$ cat config.mk
export PLATFORM = sky130hd
export DESIGN_NAME = dac_sample_sequencer_flat
export DESIGN_NICKNAME = d
export VERILOG_FILES = /design/src/rtl/dac_sample_sequencer_if.sv /design/src/rtl/dac_sample_sequencer.sv /design/src/flat_wrapper.sv
export SDC_FILE = /design/constraint.sdc
export NUM_CORES = 1
export LEC_CHECK = 0
export ABC_CLOCK_PERIOD_IN_PS = 8350
export BUFFER_PORTS_ARGS = -buffer_cell sky130_fd_sc_hd__buf_4
export CAP_MARGIN = 40
export CORE_ASPECT_RATIO = 1.5
export CORE_MARGIN = 1
export CORE_UTILIZATION = 42
export CTS_CLUSTER_SIZE = 14
export DETAILED_ROUTE_END_ITERATION = 8
export GPL_ROUTABILITY_DRIVEN = 1
export HOLD_SLACK_MARGIN = 0.03
export SYNTH_ARGS = -nofsm -noshare
export SYNTH_HDL_FRONTEND = slang
export SYNTH_SLANG_ARGS = --single-unit
$ cat constraint.sdc
create_clock -name CLK -period 8.35 [get_ports CLK]
set_input_delay 2.505 -clock CLK [delete_from_list [all_inputs] [get_ports CLK]]
set_output_delay 2.505 -clock CLK [all_outputs]
set_load 0.005 [all_outputs]
$ cat src/rtl/dac_sample_sequencer_if.sv
// Producer-side sample handshake for the DAC sample sequencer: two valid/ready/data channels.
interface dac_sample_sequencer_if #(
    parameter int DW = 10
);
    logic          req0_valid;
    logic [DW-1:0] req0_data;
    logic          req0_ready;
    logic          req1_valid;
    logic [DW-1:0] req1_data;
    logic          req1_ready;

    modport master (
        output req0_valid, req0_data, req1_valid, req1_data,
        input  req0_ready, req1_ready
    );

    modport slave (
        input  req0_valid, req0_data, req1_valid, req1_data,
        output req0_ready, req1_ready
    );
endinterface

$ cat src/rtl/dac_sample_sequencer.sv
// Two producers -> round-robin arbiter -> sample FIFO -> rate-divided playback onto the DAC code bus.
//  state | meaning
//  IDLE  | playback off, divider parked at 0, FIFO contents kept
//  PRIME | waiting for FIFO level to reach PRIME before playback
//  RUN   | divider counts down; each terminal count pops one sample
module dac_sample_sequencer #(
    parameter int DW    = 10,
    parameter int DEPTH = 8,
    parameter int DIV_W = 16,
    parameter int PRIME = 4
) (
    input  logic                     CLK,
    input  logic                     reset,
    input  logic                     en,
    input  logic [DIV_W-1:0]         div,
    dac_sample_sequencer_if.slave    prod,
    output logic [DW-1:0]            dac_d,
    output logic                     dac_update,
    output logic [$clog2(DEPTH):0]   fifo_level,
    output logic                     underrun,
    input  logic                     clr_underrun
);
    localparam int AW = $clog2(DEPTH);
    localparam logic [AW:0] DEPTH_C = (AW+1)'(DEPTH);
    localparam logic [AW:0] PRIME_C = (AW+1)'(PRIME);

    typedef enum logic [1:0] {S_IDLE, S_PRIME, S_RUN} state_t;

    state_t           state, state_next;
    logic [DIV_W-1:0] div_cnt, div_next;
    logic [DW-1:0]    mem [DEPTH];
    logic [AW-1:0]    wr_ptr, rd_ptr;
    logic [AW:0]      count;
    logic             rr_last;
    logic             ready0, ready1;
    logic             grant0, grant1;
    logic             push, pop, tick;
    logic             full, empty;
    logic [DW-1:0]    wdata;

    assign full       = (count == DEPTH_C);
    assign empty      = (count == '0);
    assign fifo_level = count;

    // Readies only ever rise for a valid requester; on a tie the one not served last wins.
    always_comb begin
        ready0 = 1'b0;
        ready1 = 1'b0;
        if (!reset && !full) begin
            if (prod.req0_valid && prod.req1_valid) begin
                ready0 = rr_last;
                ready1 = !rr_last;
            end else begin
                ready0 = prod.req0_valid;
                ready1 = prod.req1_valid;
            end
        end
    end

    assign prod.req0_ready = ready0;
    assign prod.req1_ready = ready1;
    assign grant0          = prod.req0_valid && ready0;
    assign grant1          = prod.req1_valid && ready1;
    assign push            = grant0 || grant1;
    assign wdata           = grant0 ? prod.req0_data : prod.req1_data;

    always_comb begin
        state_next = state;
        div_next   = div_cnt;
        tick       = 1'b0;
        case (state)
            S_IDLE: begin
                div_next = '0;
                if (en) state_next = S_PRIME;
            end
            S_PRIME: begin
                div_next = '0;
                if (!en) begin
                    state_next = S_IDLE;
                end else if (count >= PRIME_C) begin
                    state_next = S_RUN;
                    div_next   = div;
                end
            end
            S_RUN: begin
                tick     = (div_cnt == '0);
                div_next = tick ? div : div_cnt - DIV_W'(1);
                if (!en) begin
                    state_next = S_IDLE;
                    div_next   = '0;
                end
            end
            default: begin
                state_next = S_IDLE;
                div_next   = '0;
            end
        endcase
    end

    assign pop = tick && !empty;

    always_ff @(posedge CLK) begin
        if (reset) begin
            state   <= S_IDLE;
            div_cnt <= '0;
        end else begin
            state   <= state_next;
            div_cnt <= div_next;
        end
    end

    always_ff @(posedge CLK) begin
        if (push) mem[wr_ptr] <= wdata;
    end

    always_ff @(posedge CLK) begin
        if (reset) begin
            wr_ptr     <= '0;
            rd_ptr     <= '0;
            count      <= '0;
            rr_last    <= 1'b1;
            dac_d      <= '0;
            dac_update <= 1'b0;
            underrun   <= 1'b0;
        end else begin
            dac_update <= pop;
            if (push) begin
                wr_ptr  <= wr_ptr + AW'(1);
                rr_last <= grant1;
            end
            if (pop) begin
                rd_ptr <= rd_ptr + AW'(1);
                dac_d  <= mem[rd_ptr];
            end
            case ({push, pop})
                2'b10:   count <= count + (AW+1)'(1);
                2'b01:   count <= count - (AW+1)'(1);
                default: count <= count;
            endcase
            // An empty tick sets the flag even when a clear arrives in the same cycle.
            if (tick && empty)     underrun <= 1'b1;
            else if (clr_underrun) underrun <= 1'b0;
        end
    end
endmodule

$ cat src/flat_wrapper.sv
// flat-port wrapper written by rule: the top's interface ports become plain ports
module dac_sample_sequencer_flat 
#(
    parameter int DW    = 10,
    parameter int DEPTH = 8,
    parameter int DIV_W = 16,
    parameter int PRIME = 4
)
  (CLK, reset, en, div, dac_d, dac_update, fifo_level, underrun, clr_underrun, prod_req0_valid, prod_req0_data, prod_req1_valid, prod_req1_data, prod_req0_ready, prod_req1_ready);
  dac_sample_sequencer_if #(.DW(DW)) prod_i ();
  input  logic CLK;
  input  logic reset;
  input  logic en;
  input  logic [DIV_W-1:0] div;
  output logic [DW-1:0] dac_d;
  output logic dac_update;
  output logic [$clog2(DEPTH):0] fifo_level;
  output logic underrun;
  input  logic clr_underrun;
  input wire logic [$bits(prod_i.req0_valid)-1:0] prod_req0_valid;
  input wire logic [$bits(prod_i.req0_data)-1:0] prod_req0_data;
  input wire logic [$bits(prod_i.req1_valid)-1:0] prod_req1_valid;
  input wire logic [$bits(prod_i.req1_data)-1:0] prod_req1_data;
  output wire logic [$bits(prod_i.req0_ready)-1:0] prod_req0_ready;
  output wire logic [$bits(prod_i.req1_ready)-1:0] prod_req1_ready;
  assign prod_i.req0_valid = prod_req0_valid;
  assign prod_i.req0_data = prod_req0_data;
  assign prod_i.req1_valid = prod_req1_valid;
  assign prod_i.req1_data = prod_req1_data;
  assign prod_req0_ready = prod_i.req0_ready;
  assign prod_req1_ready = prod_i.req1_ready;
  dac_sample_sequencer #(.DW(DW), .DEPTH(DEPTH), .DIV_W(DIV_W), .PRIME(PRIME)) u_core (.CLK(CLK), .reset(reset), .en(en), .div(div), .prod(prod_i), .dac_d(dac_d), .dac_update(dac_update), .fifo_level(fifo_level), .underrun(underrun), .clr_underrun(clr_underrun));
endmodule
==> metrics.md <==
| Metric | Value |
|---|---|
| Status | `completed` |
| Fin nets | `roughly 500` |
| Worst Max-Slew Pin Slew | `797.3 ps` |
| Routed Antenna Nets | `0` |
| Core Area | `12,390 um2` |
| Pwr dens | `217.2 nW/um2` |
| Area grow syn2layout | `23.45%` |
| Arrival @ worst endpoint | `between 3000 and 4000 ps` |
| Setup Buffers After CTS | `0` |
| Largest net degree at the start of global routing | `31` |
| Post-DP Area | `between 5000 and 6000 um2` |
| Worst Hold Class | `reg2reg` |
| # fillers | `~1,100` |
| Max IR drop VDD | `0.1191 mV` |
| Clk pin slew, worst setup/hold paths | `~50 ps` |
| CP Capture Type | `primary output` |
| Row cnt | `50` |
| EDFF count, synth | `80` |
| FF-to-FF End | `u_core.fifo_level[2]$_SDFFE_PP0P_` |
| Setup TNS | `0 ps` |
| GRT Util Overall | `17.24%` |
| Crit path top cell by count | `buf_4` |
| Flop2flop setup slack | `4880 ps` |
| Antenna fix cells | `0` |
| Die Y | `139.8 um` |
| Initial antenna violation count | `0` |
| Unrepaired setup endpoints after global routing | `no` |
| Crit Path Category | `in2out` |
| Vias in the first global route | `approximately 3,400` |
| Reg2Reg Depth | `10` |
| Fin. Hold Viols | `0` |
| Slew headroom | `46.45%` |
| First DRT Iteration DRCs | `142` |
| Mean Syn Cell Area | `14.48 um2` |
| Post-synth ARST share | `0%` |
| DRC Markers | `0` |
| Worst Hold End | `u_core.underrun$_SDFFE_PP0P_` |
| Worst path slowest cell | `nor4b_2` |
| Worst Skew | `9.248 ps` |
| Pre-CTS WS | `2396 ps` |
| Seq/Total Area, Yosys | `60.65%` |
| CTS Buf Count | `17` |
| Largest cells by area after synthesis | `edfxtp_1 (45%), dfxtp_1 (15%), mux4_2 (8.5%), o2bb2ai_1 (2.5%), ha_1 (2.4%)` |
| Die ar. | `roughly 13,000 um2` |
| Netlist cell types | `slightly below 50` |
| Leak pwr | `~2.4 nW` |
| I/O pins | `60` |
| Total Wirelength | `10,530 um` |
| # H-tree levels | `4` |
| # hold bufs at CTS | `0` |
| Most frequent cells after synthesis | `edfxtp_1 (80), dfxtp_1 (41), a21oi_1 (21), nor2_1 (21), mux4_2 (20)` |
| Area leader, netlist | `edfxtp_1` |
| Register area | `3223 um2` |
| Final setup viols | `0` |
| Routed via count | `3,289` |
| HPWL Detailed | `7355 um` |
| Final worst slack | `2407 ps` |
| CTS resizes | `0` |
| Ys Warns | `0` |
| Fmax | `168.3 MHz` |
| Netlist Area Pre-Place | `5314 um2` |
| Worst Setup Start Kind | `input port` |
| Starting Density | `about 43%` |
| Vias per cell | `5.427` |
| Max clock buf depth | `2` |
| Die Wd | `93.84 um` |
| Synth Flop Type | `edfxtp_1` |
| GP Congestion | `0.7649` |
| Synth Net Count | `419` |
| Critical Path, Cell by Cell | `buf_4 > nor4b_2 > buf_4 > buf_4` |
| Post-route cell area | `around 6600 um2` |
| # clock sinks | `121` |
| Avg WL per Cell | `17.37 um` |
| TritonRoute pass-1 iters | `4` |
| CP Max Fanout | `30` |
| Min-Delay Startpoint | `u_core.underrun$_SDFFE_PP0P_` |
| CTS tree | `yes` |
| Worst r2r src | `u_core.div_cnt[9]$_SDFF_PP0_` |
| Port Buf Inserts | `59` |
| Area of the multi-input gates | `1982 um2` |
| Top-count cell post-synth | `edfxtp_1` |
| Share of the synthesized area in the top cell type | `around 45%` |
| WHS Path Cells | `2` |
| CTS root buf | `clkbuf_16` |
| #FFs+latches synth | `121` |
| Critical path data required time | `5850 ps` |
| First-pass GRT wire length | `about 17,000 um` |
| Crit path largest cell delay | `300 ps` |
| Slew Limit Fails | `0` |
| Worst skew pair latency | `400 ps` |
| Layout cell share with drive strength beyond 1 | `roughly a third` |
| Tmin final | `5943 ps` |
| Cells after Synth | `367` |
| Max cap viols | `0` |
| GR Overflow Total | `0` |
| Part of the cycle the worst path needs | `71.17%` |
state kept, by name, summed over array words and instances (netlist names):
signal             count
u_core.dac_d          10
u_core.dac_update      1
u_core.div_cnt        16
u_core.fifo_level      4
u_core.mem            80
u_core.rd_ptr          3
u_core.rr_last         1
u_core.state           2
u_core.underrun        1
u_core.wr_ptr          3
power breakdown:
group | leakage (nW) | internal (mW) | switching, mW
sequential | 1.06 | 0.653 | 0.00700
clock | 0.269 | 0.438 | 0.261
combinational | 1.11 | 0.0328 | 0.0319
total | 2.43 | 1.12 | 0.300
final cells by class:
cell class	count	area share (%)
flip-flops and latches	121	49.13
inverters	7	0.4005
well taps	156	2.975
repair buffers	72	8.507
multi-input cells	218	30.21
clock buffers	17	6.485
clock inverters	15	2.289
worst max-delay path, delay by kind of cell:
kind	cells	cell delay [ps]
buf+inv	3	620
simple gates	1	300
logic make-up after synthesis:
family          after synthesis  synth area share [%]
fa+ha+maj                    10                 2.355
compound gates               66                 9.254
mux                          42                 12.86
xor+xnor                     17                 2.802
flops                       121                 60.65
buf+inv                      28                 2.614
simple gates                 83                 9.466
through the flow:
stage	util [%]	instances	total power, mW	hold slack, ps
2_1_floorplan	-	367	0.7061	447.2
3_3_place_gp	47.87	569	0.7355	467.7
3_5_place_dp	48.31	574	0.7377	477.2
4_1_cts	52.96	606	1.437	486.9
5_1_grt	52.96	606	1.472	512.9
6_report	52.96	606	1.425	492.6
layer usage:
layer / global-route usage [%] / wire length (um) / vias to the layer above
li1: - / - / 1575
met1: 20.01 / 4386 / 1645
met4: 6.073 / 81 / 0
met2: 30.39 / 5674 / 64
met5: 0 / 0 / -
met3: 4.262 / 386 / 5
worst max-delay path by stage:
stage	startpoint	endpoint	slack, ps	depth (start not counted)
floorplan	prod_req1_valid	prod_req0_ready	2460	3
global placement	reset	prod_req0_ready	2390	4
detailed placement	reset	prod_req0_ready	2400	4
CTS	reset	prod_req0_ready	2380	4
global route	reset	prod_req0_ready	2330	4
finish	reset	prod_req0_ready	2410	4
cells in the final DEF (no fill, tap or decap), types with 5 or more instances in the layout:
| cell | n |
|---|---|
| ha_1 | 10 |
| inv_1 | 7 |
| nand3_1 | 6 |
| o21ai_0 | 10 |
| nor2_1 | 21 |
| xor2_1 | 10 |
| mux4_2 | 20 |
| buf_4 | 70 |
| dfxtp_1 | 41 |
| a21oi_1 | 21 |
| nor3_1 | 5 |
| a211oi_2 | 9 |
| edfxtp_1 | 80 |
| xnor2_1 | 7 |
| mux2_2 | 10 |
| clkbuf_16 | 17 |
| o2bb2ai_1 | 15 |
| nor4_1 | 5 |
| mux2i_1 | 12 |
| nand2_1 | 6 |
Power figures use the tool's default switching activity.
